**config.mk**
```make
export PLATFORM = sky130hd
export DESIGN_NAME = video_timing_gen
export DESIGN_NICKNAME = d
export VERILOG_FILES = /design/src/rtl/video_timing_pkg.sv /design/src/rtl/timing_axis_cnt.sv /design/src/rtl/video_timing_gen.sv
export SDC_FILE = /design/constraint.sdc
export NUM_CORES = 1
export LEC_CHECK = 0
export ABC_AREA = 1
export ABC_CLOCK_PERIOD_IN_PS = 4000
export BUFFER_PORTS_ARGS = -buffer_cell sky130_fd_sc_hd__buf_4
export CAP_MARGIN = 10
export CORE_ASPECT_RATIO = 0.8
export CORE_UTILIZATION = 50
export CTS_CLUSTER_SIZE = 8
export DETAILED_ROUTE_END_ITERATION = 10
export GPL_ROUTABILITY_DRIVEN = 1
export PLACE_DENSITY_LB_ADDON = 0.15
export SLEW_MARGIN = 20
export SYNTH_ARGS = -nofsm -noshare
export SYNTH_HDL_FRONTEND = slang
export SYNTH_HIERARCHICAL = 1
export SYNTH_SLANG_ARGS = --single-unit
export TNS_END_PERCENT = 10
```
**constraint.sdc**
```tcl
create_clock -name I_pxl_clk -period 4 [get_ports I_pxl_clk]
set_input_delay 0.2 -clock I_pxl_clk [delete_from_list [all_inputs] [get_ports I_pxl_clk]]
set_output_delay 0.2 -clock I_pxl_clk [all_outputs]
set_load 0.02 [all_outputs]
```
**src/rtl/video_timing_pkg.sv**
```systemverilog
// Shared types and presets for the raster timing generator.
//   CNT_W        : width of every timing field and counter
//   axis_cfg_t   : {total, sync, bporch, res} for one axis
//   *_800X600, *_1024X768, *_1280X720 : standard per-axis presets
//   cfg_axis_valid() : legality check applied to a requested axis config
package video_timing_pkg;

  localparam int unsigned CNT_W = 12;

  typedef struct packed {
    logic [CNT_W-1:0] total;
    logic [CNT_W-1:0] sync;
    logic [CNT_W-1:0] bporch;
    logic [CNT_W-1:0] res;
  } axis_cfg_t;

  localparam axis_cfg_t H_800X600  = '{total: CNT_W'(1056), sync: CNT_W'(128), bporch: CNT_W'(88),  res: CNT_W'(800)};
  localparam axis_cfg_t V_800X600  = '{total: CNT_W'(628),  sync: CNT_W'(4),   bporch: CNT_W'(23),  res: CNT_W'(600)};
  localparam axis_cfg_t H_1024X768 = '{total: CNT_W'(1344), sync: CNT_W'(136), bporch: CNT_W'(160), res: CNT_W'(1024)};
  localparam axis_cfg_t V_1024X768 = '{total: CNT_W'(806),  sync: CNT_W'(6),   bporch: CNT_W'(29),  res: CNT_W'(768)};
  localparam axis_cfg_t H_1280X720 = '{total: CNT_W'(1650), sync: CNT_W'(40),  bporch: CNT_W'(220), res: CNT_W'(1280)};
  localparam axis_cfg_t V_1280X720 = '{total: CNT_W'(750),  sync: CNT_W'(5),   bporch: CNT_W'(20),  res: CNT_W'(720)};

  // Every field nonzero and sync+bporch+res fits inside total. The partial
  // sum is checked first, so a CNT_W+1 accumulator never overflows on a
  // config that is accepted.
  function automatic logic cfg_axis_valid(input axis_cfg_t c);
    logic [CNT_W:0] lead;
    logic [CNT_W:0] span;
    lead = {1'b0, c.sync} + {1'b0, c.bporch};
    span = lead + {1'b0, c.res};
    return (c.total != '0) && (c.sync != '0) && (c.bporch != '0) && (c.res != '0) &&
           (lead <= {1'b0, c.total}) && (span <= {1'b0, c.total});
  endfunction

endpackage

```
**src/rtl/timing_axis_cnt.sv**
```systemverilog
// One raster axis: position counter plus sync/active decode.
//   clk, rst_n     : clock, async active-low reset
//   cfg            : active axis timing
//   step           : advance the counter this cycle
//   clr            : force the counter to 0 (wins over step)
//   cnt            : registered position
//   wrap_c         : step on the last position (counter returns to 0)
//   sync_act_c     : position inside the sync pulse
//   active_act_c   : position inside the active window
//   coord_c        : offset into the active window, 0 outside it
module timing_axis_cnt
  import video_timing_pkg::*;
(
  input  logic             clk,
  input  logic             rst_n,
  input  axis_cfg_t        cfg,
  input  logic             step,
  input  logic             clr,
  output logic [CNT_W-1:0] cnt,
  output logic             wrap_c,
  output logic             sync_act_c,
  output logic             active_act_c,
  output logic [CNT_W-1:0] coord_c
);

  logic [CNT_W-1:0] cnt_q;
  logic [CNT_W-1:0] cnt_d;
  logic             last_c;
  logic [CNT_W:0]   win_lo;
  logic [CNT_W:0]   win_hi;

  // Decode and next-count; >= on the last position keeps the counter bounded.
  always_comb begin
    last_c       = (cnt_q >= (cfg.total - CNT_W'(1)));
    win_lo       = {1'b0, cfg.sync} + {1'b0, cfg.bporch};
    win_hi       = win_lo + {1'b0, cfg.res};
    wrap_c       = step & last_c;
    sync_act_c   = (cnt_q < cfg.sync);
    active_act_c = ({1'b0, cnt_q} >= win_lo) && ({1'b0, cnt_q} < win_hi);
    coord_c      = '0;
    if (active_act_c) begin
      coord_c = cnt_q - win_lo[CNT_W-1:0];
    end
    cnt_d = cnt_q;
    if (clr) begin
      cnt_d = '0;
    end else if (step) begin
      cnt_d = last_c ? '0 : (cnt_q + CNT_W'(1));
    end
  end

  always_ff @(posedge clk or negedge rst_n) begin
    if (!rst_n) begin
      cnt_q <= '0;
    end else begin
      cnt_q <= cnt_d;
    end
  end

  assign cnt = cnt_q;

endmodule

```
**src/rtl/video_timing_gen.sv**
```systemverilog
// Runtime-reconfigurable raster timing generator (DE/HS/VS, x/y, SOF/SOL).
//   I_pxl_clk, I_rst_n      : pixel clock, async active-low reset
//   I_enable                : run (1) / hold counters at 0,0 (0)
//   I_cfg_load              : capture I_h_*, I_v_*, I_*_pol into the shadow
//   I_h_*, I_v_*, I_*_pol   : requested timing
//   O_de, O_hs, O_vs        : registered video timing
//   O_x, O_y                : active-area coordinates (0 outside DE)
//   O_sof, O_sol            : first pixel of frame / of each active line
//   O_cfg_pend, O_cfg_err   : shadow waiting for frame boundary / last load rejected
module video_timing_gen #(
  parameter int unsigned CNT_W       = 12,
  parameter int unsigned DEF_H_TOTAL = 1650,
  parameter int unsigned DEF_H_SYNC  = 40,
  parameter int unsigned DEF_H_BPORCH = 220,
  parameter int unsigned DEF_H_RES   = 1280,
  parameter int unsigned DEF_V_TOTAL = 750,
  parameter int unsigned DEF_V_SYNC  = 5,
  parameter int unsigned DEF_V_BPORCH = 20,
  parameter int unsigned DEF_V_RES   = 720,
  parameter logic        DEF_HS_POL  = 1'b1,
  parameter logic        DEF_VS_POL  = 1'b1
) (
  input  logic             I_pxl_clk,
  input  logic             I_rst_n,
  input  logic             I_enable,
  input  logic             I_cfg_load,
  input  logic [CNT_W-1:0] I_h_total,
  input  logic [CNT_W-1:0] I_h_sync,
  input  logic [CNT_W-1:0] I_h_bporch,
  input  logic [CNT_W-1:0] I_h_res,
  input  logic [CNT_W-1:0] I_v_total,
  input  logic [CNT_W-1:0] I_v_sync,
  input  logic [CNT_W-1:0] I_v_bporch,
  input  logic [CNT_W-1:0] I_v_res,
  input  logic             I_hs_pol,
  input  logic             I_vs_pol,
  output logic             O_de,
  output logic             O_hs,
  output logic             O_vs,
  output logic [CNT_W-1:0] O_x,
  output logic [CNT_W-1:0] O_y,
  output logic             O_sof,
  output logic             O_sol,
  output logic             O_cfg_pend,
  output logic             O_cfg_err
);

  import video_timing_pkg::*;

  localparam int unsigned FW = $bits(axis_cfg_t) / 4;

  localparam axis_cfg_t DEF_H = '{total: FW'(DEF_H_TOTAL), sync: FW'(DEF_H_SYNC),
                                  bporch: FW'(DEF_H_BPORCH), res: FW'(DEF_H_RES)};
  localparam axis_cfg_t DEF_V = '{total: FW'(DEF_V_TOTAL), sync: FW'(DEF_V_SYNC),
                                  bporch: FW'(DEF_V_BPORCH), res: FW'(DEF_V_RES)};

  // Active / shadow configuration
  axis_cfg_t act_h_q, act_h_d, act_v_q, act_v_d;
  axis_cfg_t shd_h_q, shd_h_d, shd_v_q, shd_v_d;
  logic      act_hs_pol_q, act_hs_pol_d, act_vs_pol_q, act_vs_pol_d;
  logic      shd_hs_pol_q, shd_hs_pol_d, shd_vs_pol_q, shd_vs_pol_d;
  logic      pend_q, pend_d, err_q, err_d;

  // Output registers
  logic             de_q, de_d, hs_q, hs_d, vs_q, vs_d;
  logic             sof_q, sof_d, sol_q, sol_d;
  logic [CNT_W-1:0] x_q, x_d, y_q, y_d;

  // Axis counter results
  logic [FW-1:0] h_cnt, v_cnt, h_coord, v_coord;
  logic          h_wrap, v_wrap, h_sync_act, v_sync_act, h_act, v_act;

  axis_cfg_t cand_h, cand_v;
  logic      cand_ok, apply;

  timing_axis_cnt u_h_cnt (
    .clk          (I_pxl_clk),
    .rst_n        (I_rst_n),
    .cfg          (act_h_q),
    .step         (I_enable),
    .clr          (~I_enable),
    .cnt          (h_cnt),
    .wrap_c       (h_wrap),
    .sync_act_c   (h_sync_act),
    .active_act_c (h_act),
    .coord_c      (h_coord)
  );

  timing_axis_cnt u_v_cnt (
    .clk          (I_pxl_clk),
    .rst_n        (I_rst_n),
    .cfg          (act_v_q),
    .step         (h_wrap),
    .clr          (~I_enable),
    .cnt          (v_cnt),
    .wrap_c       (v_wrap),
    .sync_act_c   (v_sync_act),
    .active_act_c (v_act),
    .coord_c      (v_coord)
  );

  // Shadow capture, frame-boundary apply, and output decode.
  always_comb begin
    cand_h  = '{total: FW'(I_h_total), sync: FW'(I_h_sync), bporch: FW'(I_h_bporch), res: FW'(I_h_res)};
    cand_v  = '{total: FW'(I_v_total), sync: FW'(I_v_sync), bporch: FW'(I_v_bporch), res: FW'(I_v_res)};
    cand_ok = cfg_axis_valid(cand_h) && cfg_axis_valid(cand_v);
    // v_wrap implies h_wrap: last pixel of the frame. Disabled counters sit
    // at 0,0 so a pending config can be taken without tearing anything.
    apply   = pend_q & (v_wrap | ~I_enable);

    act_h_d      = act_h_q;
    act_v_d      = act_v_q;
    act_hs_pol_d = act_hs_pol_q;
    act_vs_pol_d = act_vs_pol_q;
    shd_h_d      = shd_h_q;
    shd_v_d      = shd_v_q;
    shd_hs_pol_d = shd_hs_pol_q;
    shd_vs_pol_d = shd_vs_pol_q;
    pend_d       = pend_q;
    err_d        = err_q;

    // Apply uses the old shadow; a load in the same cycle queues behind it.
    if (apply) begin
      act_h_d      = shd_h_q;
      act_v_d      = shd_v_q;
      act_hs_pol_d = shd_hs_pol_q;
      act_vs_pol_d = shd_vs_pol_q;
      pend_d       = 1'b0;
    end
    if (I_cfg_load) begin
      if (cand_ok) begin
        shd_h_d      = cand_h;
        shd_v_d      = cand_v;
        shd_hs_pol_d = I_hs_pol;
        shd_vs_pol_d = I_vs_pol;
        pend_d       = 1'b1;
        err_d        = 1'b0;
      end else begin
        err_d = 1'b1;
      end
    end

    de_d  = I_enable & h_act & v_act;
    x_d   = de_d ? CNT_W'(h_coord) : '0;
    y_d   = de_d ? CNT_W'(v_coord) : '0;
    sol_d = de_d & (h_coord == '0);
    sof_d = sol_d & (v_coord == '0);
    hs_d  = I_enable ? ~(h_sync_act ^ act_hs_pol_q) : ~act_hs_pol_q;
    vs_d  = I_enable ? ~(v_sync_act ^ act_vs_pol_q) : ~act_vs_pol_q;
  end

  always_ff @(posedge I_pxl_clk or negedge I_rst_n) begin
    if (!I_rst_n) begin
      act_h_q      <= DEF_H;
      act_v_q      <= DEF_V;
      act_hs_pol_q <= DEF_HS_POL;
      act_vs_pol_q <= DEF_VS_POL;
      shd_h_q      <= DEF_H;
      shd_v_q      <= DEF_V;
      shd_hs_pol_q <= DEF_HS_POL;
      shd_vs_pol_q <= DEF_VS_POL;
      pend_q       <= 1'b0;
      err_q        <= 1'b0;
      de_q         <= 1'b0;
      hs_q         <= ~DEF_HS_POL;
      vs_q         <= ~DEF_VS_POL;
      x_q          <= '0;
      y_q          <= '0;
      sof_q        <= 1'b0;
      sol_q        <= 1'b0;
    end else begin
      act_h_q      <= act_h_d;
      act_v_q      <= act_v_d;
      act_hs_pol_q <= act_hs_pol_d;
      act_vs_pol_q <= act_vs_pol_d;
      shd_h_q      <= shd_h_d;
      shd_v_q      <= shd_v_d;
      shd_hs_pol_q <= shd_hs_pol_d;
      shd_vs_pol_q <= shd_vs_pol_d;
      pend_q       <= pend_d;
      err_q        <= err_d;
      de_q         <= de_d;
      hs_q         <= hs_d;
      vs_q         <= vs_d;
      x_q          <= x_d;
      y_q          <= y_d;
      sof_q        <= sof_d;
      sol_q        <= sol_d;
    end
  end

  assign O_de       = de_q;
  assign O_hs       = hs_q;
  assign O_vs       = vs_q;
  assign O_x        = x_q;
  assign O_y        = y_q;
  assign O_sof      = sof_q;
  assign O_sol      = sol_q;
  assign O_cfg_pend = pend_q;
  assign O_cfg_err  = err_q;

endmodule

```
==> Yosys cells after proc, flatten, opt, wreduce, memory -nomap -nowiden <==
Index checks and enable logic that the tools add are counted.
{ "classes": {"div": 0, "n_lt_le_gt_ge": 12, "multipliers": 0, "bitwise_logic": 15, "addsub": 14, "muxes": 15, "n_eq_ne": 1, "shift": 0, "reduce_logical": 24} }
{ "ops": {"columns": ["cell", "n"], "rows": [
  ["2-to-1 mux 12 bit", 9],
  ["nonzero test 12 bit", 8],
  ["adder 12 x 12 -> 13 bit", 4],
  ["adder 13 x 12 -> 13 bit", 4],
  ["<= comparator 13 x 12 -> 1 bit", 4],
  ["greater-or-equal comparator 12 x 13 -> 1 bit", 2],
  ["< comparator 12 x 13 -> 1 bit", 2],
  ["adder 12 x 1 -> 12 bit (second input constant)", 2],
  ["greater-or-equal comparator 12 bit", 2],
  ["zero test 12 bit", 2],
  ["< comparator 12 bit", 2],
  ["subtractor 12 x 1 -> 12 bit (second input constant)", 2],
  ["subtractor 12 bit", 2],
  ["logical AND 1 bit", 13],
  ["AND 1 bit", 7],
  ["2-to-1 mux 1 bit", 6],
  ["NOT 1 bit", 5],
  ["inequality test 2 x 1 -> 1 bit (second input constant)", 1],
  ["AND reduction 2 bit", 1],
  ["XOR 1 bit", 2],
  ["OR 1 bit", 1]
]} }
{ "word_totals": {"latch_bits": 0, "mem_count": 0, "out_inout_bits": 31, "mem_bits_ro": 0, "regBits": 251, "mem_bits_rw": 0, "input_bits": 102, "wordCells": 112} }

==> Depth between registers and ports, before layout <==
{ "logic_depth": {"ltp_word": 9, "ltp_mapped": 33, "mapped_depth_nobuf": 31} }

==> Cells and area by module <==
The synthesis kept the hierarchy.
{ "by_module_without_submodules": {"columns": ["mod", "seq_area_each_um2", "n_inst", "area_per_inst_um2", "cells_per_inst"], "rows": [
  ["video_timing_gen", 5760.5, 1, 12315.6, 1399],
  ["timing_axis_cnt at u_v_cnt", 300.3, 1, 3554.7, 529],
  ["timing_axis_cnt at u_h_cnt", 300.3, 1, 3392.0, 518]
]} }

==> Worst setup path before layout <==
No wires, ideal clock.
{ "synth_timing": {"kind": "register to register", "from": "reg act_v_q[24] (netlist name)", "to": "reg sof_q, in the netlist O_sof", "required_ns": 3.895, "t_arrival_ns": 4.077, "stages_incl_launch_ff": 22, "setup_ns": 0.105, "n_path_buf": 1, "period_less_slack_ns": 4.182, "setup_slack_ns": -0.182, "path_cell_list": "dfstp_2 ha_1 inv_1 fa_1 inv_1 a21oi_2 xnor2_1 ha_1 a21oi_1 a21boi_0 o21ai_0 xnor2_1 ha_1 a21oi_1 o21bai_1 a21oi_1 nor2_4 buf_12 nor2_2 nand3_1 nor3_1 nor4b_1"} }
{ "synth_between": {"elab_chain_cells": 7, "elab_cells_between_ends": 11, "classes_between": "add/sub: 3; order compare: 2; mux: 1; bitwise: 3; reduce/logical: 2"} }
{ "synth_lines": {"columns": ["element", "line_no", "source"], "rows": [
  ["start, declared", "video_timing_gen.sv:58", "axis_cfg_t act_h_q, act_h_d, act_v_q, act_v_d;"],
  ["start signal, assigned", "video_timing_gen.sv:173", "act_v_q <= act_v_d;"],
  ["adder 12 x 12 -> 13 bit *", "timing_axis_cnt.sv:35", "win_lo = {1'b0, cfg.sync} + {1'b0, cfg.bporch};"],
  ["adder 13 x 12 -> 13 bit", "timing_axis_cnt.sv:36", "win_hi = win_lo + {1'b0, cfg.res};"],
  ["< comparator 12 x 13 -> 1 bit", "timing_axis_cnt.sv:39", "active_act_c = ({1'b0, cnt_q} >= win_lo) && ({1'b0, cnt_q} < win_hi);"],
  ["logical AND 1 bit *", "timing_axis_cnt.sv:39", null],
  ["via v_act", "video_timing_gen.sv:71", "logic h_wrap, v_wrap, h_sync_act, v_sync_act, h_act, v_act;"],
  ["AND 1 bit *", "video_timing_gen.sv:143", "de_d = I_enable & h_act & v_act;"],
  ["AND 1 bit *", "video_timing_gen.sv:146", "sol_d = de_d & (h_coord == '0);"],
  ["via sol_d", "video_timing_gen.sv:66", "logic sof_q, sof_d, sol_q, sol_d;"],
  ["AND 1 bit *", "video_timing_gen.sv:147", "sof_d = sol_d & (v_coord == '0);"],
  ["via sof_d", "video_timing_gen.sv:66", null],
  ["end signal, assigned", "video_timing_gen.sv:169", "sof_q <= 1'b0;"],
  ["end signal, assigned", "video_timing_gen.sv:187", "sof_q <= sof_d;"],
  ["end, declared", "video_timing_gen.sv:66", null]
]} }
The timed path passes the listed nets; every way through them passes the cells marked *.
A chain may end at the register's enable or synchronous reset.

==> Final worst setup path <==
Ends and elaborated chain as after synthesis.

==> impl_metrics.csv <==
group,metric,value,unit
status,outcome,"finished with violations",
status,violations,"setup timing",
synth,syn_nets,2802,
global_routing,grt_pass1_wl,88.33,mm
layout,fillers,2971,
timing,min_period,4292,ps
route,wl_per_cell,16.23,um
cts,clock_sinks,251,
cts,cts_root_buf,"clkbuf_16",
power,peakVddDrop,0.0006999,V
power,p_leak,0.01383,uW
layout,antennaDiodeCount,0,
layout,syn_to_final_growth,33.87,%
placement,gp_congestion,0.9352,
placement,placed_area,0.02269,mm^2
synth,yosysTopAreaCellShare,24.29,%
layout,fin_util,68.72,%
layout,fin_nets,3306,
route,viasPerCell,5.222,
cts,clkTransAtPathRegs,50,ps
timing,fin_worst_skew,26.06,ps
global_routing,antenna_found_initial,0,
floorplanning,start_util,51.34,%
timing,slew_headroom,41.87,%
cts,clk_latency,540,ps
cts,htreeDepth,2,
synth,synth-edff-count,0,
route,drt-pass1-iter-count,5,
layout,final_cell_area,0.02579,mm^2
placement,io_buffers,132,
global_routing,track_usage,27.98,%
global_routing,grt_overflow_total,0,
cts,clockBufferDepth,3,
power,powerDensity,748.4,mW/mm^2
timing,setup_ws,-291.8,ps
synth,yosysWarnings,6,
floorplanning,die_area,0.03932,mm^2
route,wl,56.23,mm
synth,synth.distinct_cells,53,
cts,numCtsBuffers,38,
placement,hpwl,42.34,mm
route,drtAntennaViolNets,0,
layout,drive_above_1_share,27.20,%
synth,async_flop_share,100.0,%
synth,synth_common_cells,"nand2_1, inv_1, ha_1",
timing,clock.fmax,0.2330,GHz
timing,period_share,107.3,%
global_routing,first_global_vias,17244,
synth,syn_area_per_cell,7.875,um^2
cts,cts_tree,"yes",
timing,rsz0062_at_grt,"true",
floorplanning,die_y,177.6,um
synth,synth_seq_cells,251,
worst_setup_path,crit_path_max_fanout,4,
synth,synth_area,0.01926,mm^2
floorplanning,core,0.03752,mm^2
route,first_iter_violations,1193,
worst_setup_path,cp-start-kind,"register",
worst_setup_path,endpoint_kind,"register",
run,cap_violations,0,
route,post-route-drc-count,0,
timing,tightest_slew,872.0,ps
floorplanning,dieWidth,221.4,um
floorplanning,ioPinCount,133,
global_routing,grt_max_degree,114,
route,num_vias,18095,
synth,synth_most_common_cell,"nand2_1",
synth,synth.yosys.seq_area_share,33.02,%
timing,slew_viol_final,0,
worst_hold_path,hp-class,"in2reg",
timing,setup_violations,27,
timing,hold-worst-slack,25.06,ps
synth,yosys.area.top_type,"dfrtp_1",
worst_setup_path,worstPathArrival,4740,ps
synth,synth_flop_cell,"dfrtp_1",
synth,synthTopCellsByArea,"dfrtp_1, ha_1, nand2_1, dfstp_2, inv_1",
worst_setup_path,cp_data_required_time,4440,ps
synth,syn_inst,2446,
timing,hold_viol,0,
floorplanning,fp-row-count,63,
worst_setup_path,critPathKind,"reg2reg",
kinds of logic after synthesis:
| logic type | Yosys count | synth area share [%] |
|---|---|---|
| buffers and inverters | 357 | 7.359 |
| AO/OA/AOI/OAI | 250 | 7.249 |
| flip-flops | 251 | 33.02 |
| AND/OR/NAND/NOR | 1110 | 24.02 |
| XOR/XNOR | 126 | 5.729 |
| adder cells (fa/ha/maj) | 254 | 16.89 |
| multiplexers | 98 | 5.729 |
layer usage:
metal  share of wire (%)  up-vias  GRT usage (%)
met4                 2.2        0          7.378
li1                    -     8909              -
met3                 5.8      101          3.245
met1                  48     8533          40.82
met5                   0        -              0
met2                  44      552          43.93
stage by stage:
step / std cells / total power, uW / setup slack [ps] / setup TNS [ps]
floorplan: 2446 / 10510 / 11.28 / 0
global placement: 3276 / 13950 / -345.5 / -19420
detailed placement: 3276 / 14260 / -458.0 / -31260
CTS: 3439 / 18270 / -213.2 / -1487
global route: 3465 / 20810 / -489.4 / -14330
finish: 3465 / 19300 / -291.8 / -4526
final timing paths:
path | start | end | slack [ps] | cells after the start
worst max-delay path | act_v_q[24]$_DFFE_PN1P_ | O_sof$_DFF_PN0_ | -290 | 27
worst min-delay path | I_h_bporch[0] | shd_h_q[12]$_DFFE_PN0P_ | 30 | 4
worst max register to register | act_v_q[24]$_DFFE_PN1P_ | O_sof$_DFF_PN0_ | -290 | 27
worst min register to register | shd_hs_pol_q$_DFFE_PN1P_ | shd_hs_pol_q$_DFFE_PN1P_ | 460 | 2
max in group asynchronous | I_rst_n | shd_v_q[24]$_DFFE_PN1P_ | 2580 | 3
min in group asynchronous | I_rst_n | O_y[5]$_DFF_PN0_ | 310 | 2
final cells by class:
class | count | area (um^2) | share of cell area, %
repair buffers | 500 | 4237 | 16.43
multi-input cells | 1839 | 12220 | 47.39
clock buffers | 63 | 1055 | 4.090
well taps | 487 | 609.3 | 2.363
clock inverters | 5 | 97.59 | 0.3785
inverters | 320 | 1206 | 4.678
flip-flops and latches | 251 | 6361 | 24.67
state kept, by name, indices dropped and copies added (netlist names):
| register | flops |
|---|---|
| act_h_q | 48 |
| act_v_q | 48 |
| shd_h_q | 48 |
| shd_v_q | 48 |
| O_x | 12 |
| O_y | 12 |
| u_h_cnt/cnt | 12 |
| u_v_cnt/cnt | 12 |
| O_cfg_err | 1 |
| O_cfg_pend | 1 |
| O_de | 1 |
| O_hs | 1 |
| O_sof | 1 |
| O_sol | 1 |
| O_vs | 1 |
| act_hs_pol_q | 1 |
| act_vs_pol_q | 1 |
| shd_hs_pol_q | 1 |
| shd_vs_pol_q | 1 |
power by group:
group,switching (uW),leakage [uW],internal [uW]
clock,1170,0.000548,1870
sequential,488,0.00321,3250
combinational,6610,0.0101,5900
critical path, cell delays in order, from the launching register on:
cell and delay [ps]:
dfstp_2 550, ha_4 130, inv_2 40, fa_2 390, inv_2 90, a21oi_4 70
o21bai_1 220, xnor2_1 180, inv_1 100, ha_4 270, nand2_4 60, inv_2 30
nand2_2 50, nand2_2 60, a21oi_2 140, buf_4 130, xor2_1 160, ha_1 260
inv_2 60, o21bai_1 80, a21oi_2 170, nor2_4 50, buf_4 150, buf_4 130
nor2_4 100, nand3_4 110, nor3_4 220, nor4b_4 210
cells in the final DEF, fill, tap and decap left out, types with 47 or more instances in the layout:
cell type      instances
nand2_1              713
buf_4                392
inv_1                306
ha_1                 230
dfrtp_1              187
nor2_1               160
a21oi_1              104
mux2_2                98
dlygate4sd3_1         87
nand3_1               80
dfstp_2               64
xnor2_1               60
xor2_1                50
o21ai_0               47
repair_timing:
action	CTS	global route
gates resized for setup	55	117
endpoints found under the setup margin	27	225
hold buffers	87	0
endpoints found under the hold margin	174	0
pin swaps	26	44
buffers inserted	6	24
gates cloned	2	3
Power figures use the tool's default switching activity.
